File: src/rtl/uart_rx_buffer.sv
// Receive-side byte buffer behind the UART receiver: captures {error, data} on rx_done
// into a DEPTH-entry FIFO and presents it first-word-fall-through with ready/valid.
module uart_rx_buffer #(
    parameter int DEPTH = 16
) (
    input  logic                     clk,
    input  logic                     rst,
    input  logic                     rx_done,
    input  logic [7:0]               rx_data,
    input  logic                     rx_error,
    output logic                     rx_full,
    output logic                     out_valid,
    output logic [7:0]               out_data,
    output logic                     out_error,
    input  logic                     out_ready,
    output logic [$clog2(DEPTH):0]   count,
    output logic                     overrun,
    input  logic                     clear_overrun,
    input  logic                     flush
);
    localparam int AW = $clog2(DEPTH);

    logic [8:0]  mem [DEPTH];
    logic [AW:0] wr_ptr, rd_ptr;
    logic [8:0]  head;
    logic        empty, full, push, pop, drop;

    // Pointers carry one extra wrap bit so full and empty are distinguishable.
    assign empty = (wr_ptr == rd_ptr);
    assign full  = (wr_ptr[AW-1:0] == rd_ptr[AW-1:0]) && (wr_ptr[AW] != rd_ptr[AW]);

    assign pop  = !empty && out_ready;
    // A pop frees the slot in the same edge, so a full buffer can still take a byte.
    assign push = rx_done && (!full || pop) && !flush;
    assign drop = rx_done && full && !pop && !flush;

    always_ff @(posedge clk or posedge rst) begin
        if (rst) begin
            wr_ptr  <= '0;
            rd_ptr  <= '0;
            overrun <= 1'b0;
        end else begin
            if (flush) begin
                wr_ptr <= '0;
                rd_ptr <= '0;
            end else begin
                if (push) wr_ptr <= wr_ptr + 1'b1;
                if (pop)  rd_ptr <= rd_ptr + 1'b1;
            end
            // Setting wins over a coincident clear so no drop goes unreported.
            if (drop)               overrun <= 1'b1;
            else if (clear_overrun) overrun <= 1'b0;
        end
    end

    // Storage is not reset; contents behind the pointers are don't-care.
    always_ff @(posedge clk) begin
        if (push) mem[wr_ptr[AW-1:0]] <= {rx_error, rx_data};
    end

    assign head      = mem[rd_ptr[AW-1:0]];
    assign out_valid = !empty;
    assign out_data  = empty ? 8'h00 : head[7:0];
    assign out_error = empty ? 1'b0  : head[8];
    assign rx_full   = full;
    assign count     = wr_ptr - rd_ptr;

endmodule

File: config.mk
export PLATFORM = sky130hd
export DESIGN_NAME = uart_rx_buffer
export DESIGN_NICKNAME = d
export VERILOG_FILES = /design/src/rtl/uart_rx_buffer.sv
export SDC_FILE = /design/constraint.sdc
export NUM_CORES = 1
export LEC_CHECK = 0
export CAP_MARGIN = 40
export CORE_MARGIN = 2
export CORE_UTILIZATION = 45
export DETAILED_ROUTE_END_ITERATION = 8
export HOLD_SLACK_MARGIN = 0.06
export PLACE_DENSITY_LB_ADDON = 0.05
export SYNTH_ARGS = -nofsm -noshare
export SYNTH_HDL_FRONTEND = slang
export SYNTH_SLANG_ARGS = --single-unit
File: constraint.sdc
create_clock -name clk -period 7.3 [get_ports clk]
set_input_delay 1.095 -clock clk [delete_from_list [all_inputs] [get_ports clk]]
set_output_delay 1.095 -clock clk [all_outputs]
set_load 0.1 [all_outputs]
==> key figures, run 1 <==
Die
  • Placeable Area: 13,900 µm²
  • Die width: 123 µm
  • Num rows: 43
  • IO Pins: 32
  • Die height: 123 µm
  • Full die area: 15,200 µm²
  • Initial Utilization: 46.2%

Synth
  • Synth Cell Area: 6410 µm²
  • Mapped Nets: 361
  • Yosys top cell area share: 67.4%
  • #FFs+latches synth: 155
  • Yosys top cell by area: edfxtp_1
  • Synth area leaders: edfxtp_1 67%, mux4_2 13%, dfrtp_1 4.3%
  • Post-synth top cells: 144 x edfxtp_1, 36 x mux4_2, 21 x nor2_1, 18 x a211oi_1
  • Mean area per synthesized cell: 19.1 µm²
  • Register area share after synthesis: 71.7%
  • Yosys warns: 0
  • Synth Flop Type: edfxtp_1
  • Post-synthesis cell type count: 37
  • Asr flop ratio synth: 7.10%
  • Count leader, synth: edfxtp_1
  • Mapped Cells: 336
  • EDFF count, synth: 144

Worst setup path
  • CP Launch Type: register
  • Slowest-stage cell, CP: nor2_1
  • CP cell instances: inv_2, ha_1, nand4_1, nor2_1, a211oi_1, clkdlybuf4s50_1, buf_8
  • Critical path type: register to output pin
  • Critical Path Sink Type: output pin
  • Maximum fanout along the worst path: 10
  • Top delay family on crit path: simple AND/OR/NAND/NOR gates
  • WP data required: 6.20 ns
  • CP peak stage delay: 0.74 ns
  • Worst path bufs/invs: 3
  • CP arrival: 3.65 ns

Pwr
  • Max IR drop VDD: 0.000176 V
  • PwrDens: 309 nW/µm²
  • Leak Pwr: 2.63 nW

Cells and area
  • Layout cells sized above 1: 26.1%
  • Filler cell count: 1,064
  • Number of diodes: 0
  • Count of nets after finishing: 434
  • P&R area growth vs syn: 22.7%

Global routing
  • Initial antenna violation count: 0
  • Largest net degree at the start of global routing: 39
  • Gr usage total: 19.3%
  • Global-route wire length before repair: 20,300 µm
  • Number of global-route vias before repair: 3,299
  • GRT Residual Overflow: 0

Outcome
  • Status: finished clean

Clock tree
  • CTS tree: built
  • Worst skew pair latency: 0.42 ns
  • Post-cts repair resize count: 0
  • CTS Buf Count: 17
  • H-tree lvl count: 4
  • Max Buffers Root-to-Sink: 2
  • Clk root buf: clkbuf_16
  • Cts hold-fix bufs: 0
  • Worst-path clk slew: 0.06 ns
  • Post-CTS setup repair buffer count: 0
  • TritonCTS sink count: 155

Timing
  • Least-Margin Pin Slew: 0.821 ns
  • Setup TNS: 0 ns
  • Max_slew headroom: 45.1%
  • Final period utilization: 65.0%
  • Unrepaired setup endpoints after global routing: no
  • Final min period: 4.75 ns
  • Max-slew violations: 0
  • Max Fclk: 0.211 GHz
  • Hold Violations, Final: 0
  • Clock skew: 0.00698 ns
  • Hold slack: 0.491 ns
  • Setup violators final: 0

Placement
  • Hpwl dp: 9210 µm
  • PortBufs: 31
  • GPL Wtd Cong: 0.790

Detailed routing
  • Initial DRC count: 366
  • Vias per inst: 5.50
  • DRC Markers: 0
  • Vias: 3,311
  • Post-route ant nets: 0
  • Routed wire per std cell: 22.1 µm
  • Drt first pass iters: 4
  • Final wirelength: 13,300 µm

Min path
  • Hold crit path type: register to register

Job
  • Max Cap Violations: 0
cells by family (layout without fill, tap and decap cells):
logic type | after synthesis | count (layout) | synth area share (%)
multiplexers | 47 | 47 | 14.4
XOR/XNOR | 11 | 11 | 1.74
AO/OA/AOI/OAI | 34 | 34 | 3.98
AND/OR/NAND/NOR | 52 | 52 | 3.94
flip-flops | 155 | 155 | 71.7
buffers and inverters | 27 | 113 | 2.20
adder cells (fa/ha/maj) | 10 | 10 | 2.07
state kept, by name, summed over array words and instances, names as in the netlist:
signal	flops
mem	144
rd_ptr	5
overrun	1
wr_ptr	5
per-layer routing:
metal / up-vias / track usage, % / part of all wire [%]
met1: 1715 / 28.3 / 47
met3: 15 / 4.47 / 3.8
met2: 81 / 28.5 / 48
met4: 0 / 6.89 / 1.5
met5: - / 0 / 0
li1: 1500 / - / -
metrics by stage:
stage / power (mW) / util [%] / setup slack (ns) / cells / instance area, µm²
global placement: 1.54 / 49.8 / 2.60 / 539 / 6910
detailed placement: 1.65 / 52.5 / 2.71 / 569 / 7290
floorplan: 1.41 / - / 2.29 / 336 / 6410
CTS: 2.45 / 56.5 / 2.24 / 601 / 7850
finish: 2.43 / 56.7 / 2.55 / 602 / 7870
global route: 2.52 / 56.7 / 2.31 / 602 / 7870
placed cells by master (no fill, tap or decap), types with 4 or more instances in the layout:
cell and n:
ha_1 9, a21oi_1 5, buf_6 5, buf_4 14
inv_1 11, xnor2_1 7, nor3_1 4, nor2_1 21
nor2b_1 10, clkbuf_16 17, edfxtp_1 144, buf_8 17
mux4_2 36, clkinv_4 5, dfrtp_1 9, mux2i_1 11
clkdlybuf4s50_1 31, a211oi_1 18, nand2b_1 4, nand2_1 6
report_power, final:
part | leakage [nW] | internal, mW | switching (mW)
clock | 0.266 | 0.469 | 0.341
sequential | 1.45 | 0.981 | 0.00838
combinational | 0.921 | 0.236 | 0.395
path summary, 6_finish.rpt:
| check | from | end | slack (ns) | depth (start not counted) |
|---|---|---|---|---|
| hold / removal | overrun$_DFFE_PP0P_ | overrun$_DFFE_PP0P_ | 0.49 | 2 |
| max in group asynchronous | rst | rd_ptr[1]$_DFFE_PP0P_ | 5.99 | 2 |
| setup reg to reg | rd_ptr[3]$_DFFE_PP0P_ | mem[13][4]$_DFFE_PP_ | 4.18 | 7 |
| hold reg to reg | overrun$_DFFE_PP0P_ | overrun$_DFFE_PP0P_ | 0.49 | 2 |
| min in group asynchronous | rst | wr_ptr[4]$_DFFE_PP0P_ | 0.98 | 2 |
| setup / recovery | rd_ptr[3]$_DFFE_PP0P_ | out_data[5] | 2.55 | 7 |
cell type report:
cell class / instances / area [µm²] / area share [%]
flip-flops and latches: 155 / 4600 / 58.5
multi-input cells: 154 / 1670 / 21.2
clock buffers: 18 / 429 / 5.45
inverters: 12 / 45.0 / 0.572
repair buffers: 69 / 774 / 9.84
well taps: 180 / 225 / 2.86
clock inverters: 14 / 124 / 1.57
worst register-to-register path: cells and delay by family (launching register included):
family / cells / cell delay (ns)
AND/OR/NAND/NOR: 3 / 0.99
flip-flops: 1 / 0.63
buffers and inverters: 2 / 0.48
adder cells (fa/ha/maj): 1 / 0.40
AO/OA/AOI/OAI: 1 / 0.33
Note: power is estimated with default switching activity, not from simulation.
==> run 2, diff against run 1 <==
==> constraint.sdc (replaced) <==
create_clock -name clk -period 3.9 [get_ports clk]
set_input_delay 0.585 -clock clk [delete_from_list [all_inputs] [get_ports clk]]
set_output_delay 0.585 -clock clk [all_outputs]
set_load 0.1 [all_outputs]
==> run 2 against run 1 <==
Effect of this change: register-to-register slack worse by 3.2 ns; setup slack worse by 2.0 ns; clock power rose by 100%; sequential cell count unchanged; design area down 1.6%; sequential share of layout area grew 0.92 points; via count fell by 0.82%; first-iteration DRC count decreased by 31%; die area did not move; count of clock-buffer cells in the layout fell by 1; clock skew shrank 0.0027 ns; critical path type unchanged; largest power group unchanged.
==> key figures, run 2 (synthesis gave the netlist of run 1 again) <==
Worst setup path
  • CP cell instances: buf_4, inv_1, ha_1, nand4_1, nor2_1, a211oi_1, buf_12
  • RR Endpoint: mem[10][5]$_DFFE_PP_
  • Critical path type: register to output pin
  • CP peak stage delay: 0.60 ns (-0.14 ns)
  • CP Launch Type: register
  • Maximum fanout along the worst path: 19 (+9)
  • Worst r2r src: rd_ptr[1]$_DFFE_PP0P_
  • Worst path bufs/invs: 3 (unchanged)
  • R2R Setup Slk: 0.99 ns (-3.19 ns)
  • Slowest-stage cell, CP: nor2_1
  • R2R depth: 8 (+1)
  • Critical Path Sink Type: output pin
  • Crit. path cell count: 7 (unchanged)
  • WP data required: 3.31 ns (-2.89 ns)
  • Top delay family on crit path: simple AND/OR/NAND/NOR gates
  • CP arrival: 2.81 ns (-0.84 ns)

Cells and area
  • Filler cell count: 1,122 (+5.5%)
  • Layout cells sized above 1: 27.7% (+1.6 points)
  • Area of the multi-input gates: 1670 µm² (unchanged)
  • Final Cell Area: 7750 µm² (-1.6%)
  • Count of nets after finishing: 420 (-3.2%)
  • Highest-count cells in the layout ignoring fill and taps: 144 x edfxtp_1, 36 x mux4_2, 27 x buf_4, 21 x nor2_1, 18 x a211oi_1
  • Most common cell after layout, fill and taps aside: edfxtp_1
  • Final std cells w/o fill: 588 (-2.3%)
  • P&R area growth vs syn: 20.8%
  • Number of diodes: 0 (unchanged)
  • Register Area: 4600 µm² (unchanged)
  • Largest register FFs: 144 (unchanged)

Detailed routing
  • Vias: 3,284 (-0.82%)
  • Initial DRC count: 253 (-31%)
  • Drt first pass iters: 5 (+1)
  • Final wirelength: 13,500 µm (+1.4%)
  • Routed wire per std cell: 22.9 µm (+3.8%)
  • Vias per inst: 5.59 (+1.5%)
  • DRC Markers: 0 (unchanged)
  • Post-route ant nets: 0 (unchanged)

Clock tree
  • Worst skew pair latency: 0.42 ns (about the same)
  • Clk root buf: clkbuf_16
  • Max Buffers Root-to-Sink: 2 (unchanged)
  • CTS tree: built
  • Post-cts repair resize count: 0 (unchanged)
  • H-tree lvl count: 4 (unchanged)
  • CTS Buf Count: 17 (unchanged)
  • Cts hold-fix bufs: 0 (unchanged)
  • TritonCTS sink count: 155 (unchanged)
  • Worst-path clk slew: 0.06 ns (about the same)
  • Post-CTS setup repair buffer count: 0 (unchanged)

Placement
  • Hpwl dp: 8880 µm (-3.5%)
  • GPL Wtd Cong: 0.824 (+4.2%)
  • Placed cell count: 556 (-2.3%)
  • PortBufs: 31 (unchanged)
  • Pre-CTS setup slack: 0.894 ns (-1.82 ns)
  • Placed cell area: 7150 µm² (-1.9%)

Die
  • Die height: 123 µm (unchanged)
  • Initial Utilization: 46.2% (unchanged)
  • Die width: 123 µm (unchanged)
  • Num rows: 43 (unchanged)
  • Full die area: 15,200 µm² (unchanged)
  • IO Pins: 32 (unchanged)
  • Placeable Area: 13,900 µm² (unchanged)

Min path
  • Hold crit path type: input pin to async pin

Global routing
  • Initial antenna violation count: 0 (unchanged)
  • Global-route wire length before repair: 20,800 µm (+2.7%)
  • Largest net degree at the start of global routing: 20 (-49%)
  • Number of global-route vias before repair: 3,312 (+0.39%)
  • GRT Residual Overflow: 0 (unchanged)
  • Gr usage total: 19.8% (+0.48 points)

Timing
  • Max Fclk: 0.295 GHz
  • Unrepaired setup endpoints after global routing: no
  • Final period utilization: 86.9%
  • Final min period: 3.39 ns
  • Hold slack: 0.500 ns (+0.00876 ns)
  • Max-slew violations: 0 (unchanged)
  • Hold Violations, Final: 0 (unchanged)
  • Least-Margin Pin Slew: 0.764 ns (-0.0571 ns)
  • Max_slew headroom: 48.9% (+3.8 points)
  • Clock skew: 0.00424 ns (-0.00274 ns)
  • Setup violators final: 0 (unchanged)
  • Setup TNS: 0 ns (unchanged)
  • Final worst slack: 0.509 ns (-2.05 ns)

Pwr
  • PwrDens: 595 nW/µm² (+93%)
  • Max IR drop VDD: 0.000284 V (+62%)
  • Leak Pwr: 2.61 nW (-0.89%)

Job
  • Max Cap Violations: 0 (unchanged)

Outcome
  • Status: finished clean
==> run 2: cell count changes in the layout (fill, tap and decap cells not counted), sizes merged <==
cell	delta
clkbuf	-1
bufinv	+2
buf	+2
clkdlybuf4s50	-16
clkinvlp	-1
inv	+2
clkinv	-2
==> run 2: area by class of cell <==
| class | instances | area share (%) |
|---|---|---|
| Clock inverter | 15 | 2.21 |
| Inverter | 12 | 0.581 |
| Timing Repair Buffer | 55 | 7.85 |
| Tap cell | 180 | 2.91 |
| Multi-Input combinational cell | 154 | 21.6 |
| Sequential cell | 155 | 59.4 |
| Clock buffer | 17 | 5.49 |
==> run 2: per-layer routing <==
metal	vias to the layer above	share of wire, %	global-route usage [%]
li1	1467	-	-
met1	1719	47	29.1
met2	85	48	29.3
met3	13	4.1	4.94
met4	0	1.1	6.25
met5	-	0	0
==> run 2: per-stage QoR <==
stage	total power, mW	util [%]
after floorplan	2.65	-
after global placement	2.99	51.4
after detailed placement	3.00	51.5
after CTS	4.66	55.8
after global routing	4.78	55.8
final	4.61	55.8
==> run 2: power by group <==
| part | leakage, nW | total (mW) | internal (mW) | switching [mW] |
|---|---|---|---|---|
| logic | 0.869 | 1.08 | 0.374 | 0.702 |
| registers | 1.45 | 1.87 | 1.84 | 0.0395 |
| clock network | 0.295 | 1.66 | 1.01 | 0.656 |
==> run 2: worst max-delay path by stage <==
stage                          startpoint                   end  slack [ns]
CTS                 rd_ptr[1]$_DFFE_PP0P_             out_error        0.44
global placement                    flush  mem[10][0]$_DFFE_PP_        0.95
floorplan           rd_ptr[1]$_DFFE_PP0P_           out_data[0]       -0.60
global route        rd_ptr[1]$_DFFE_PP0P_           out_data[2]        0.27
detailed placement  rd_ptr[1]$_DFFE_PP0P_           out_data[2]        0.89
finish              rd_ptr[1]$_DFFE_PP0P_             out_error        0.51
==> run 2: worst register-to-register path, cell delays in order (launching register included) <==
cell     delay, ns
dfrtp_2       0.47
buf_4         0.34
inv_1         0.10
ha_1          0.31
and4_1        0.26
a31oi_1       0.30
nand2_1       0.18
nor2_1        0.40
buf_4         0.26
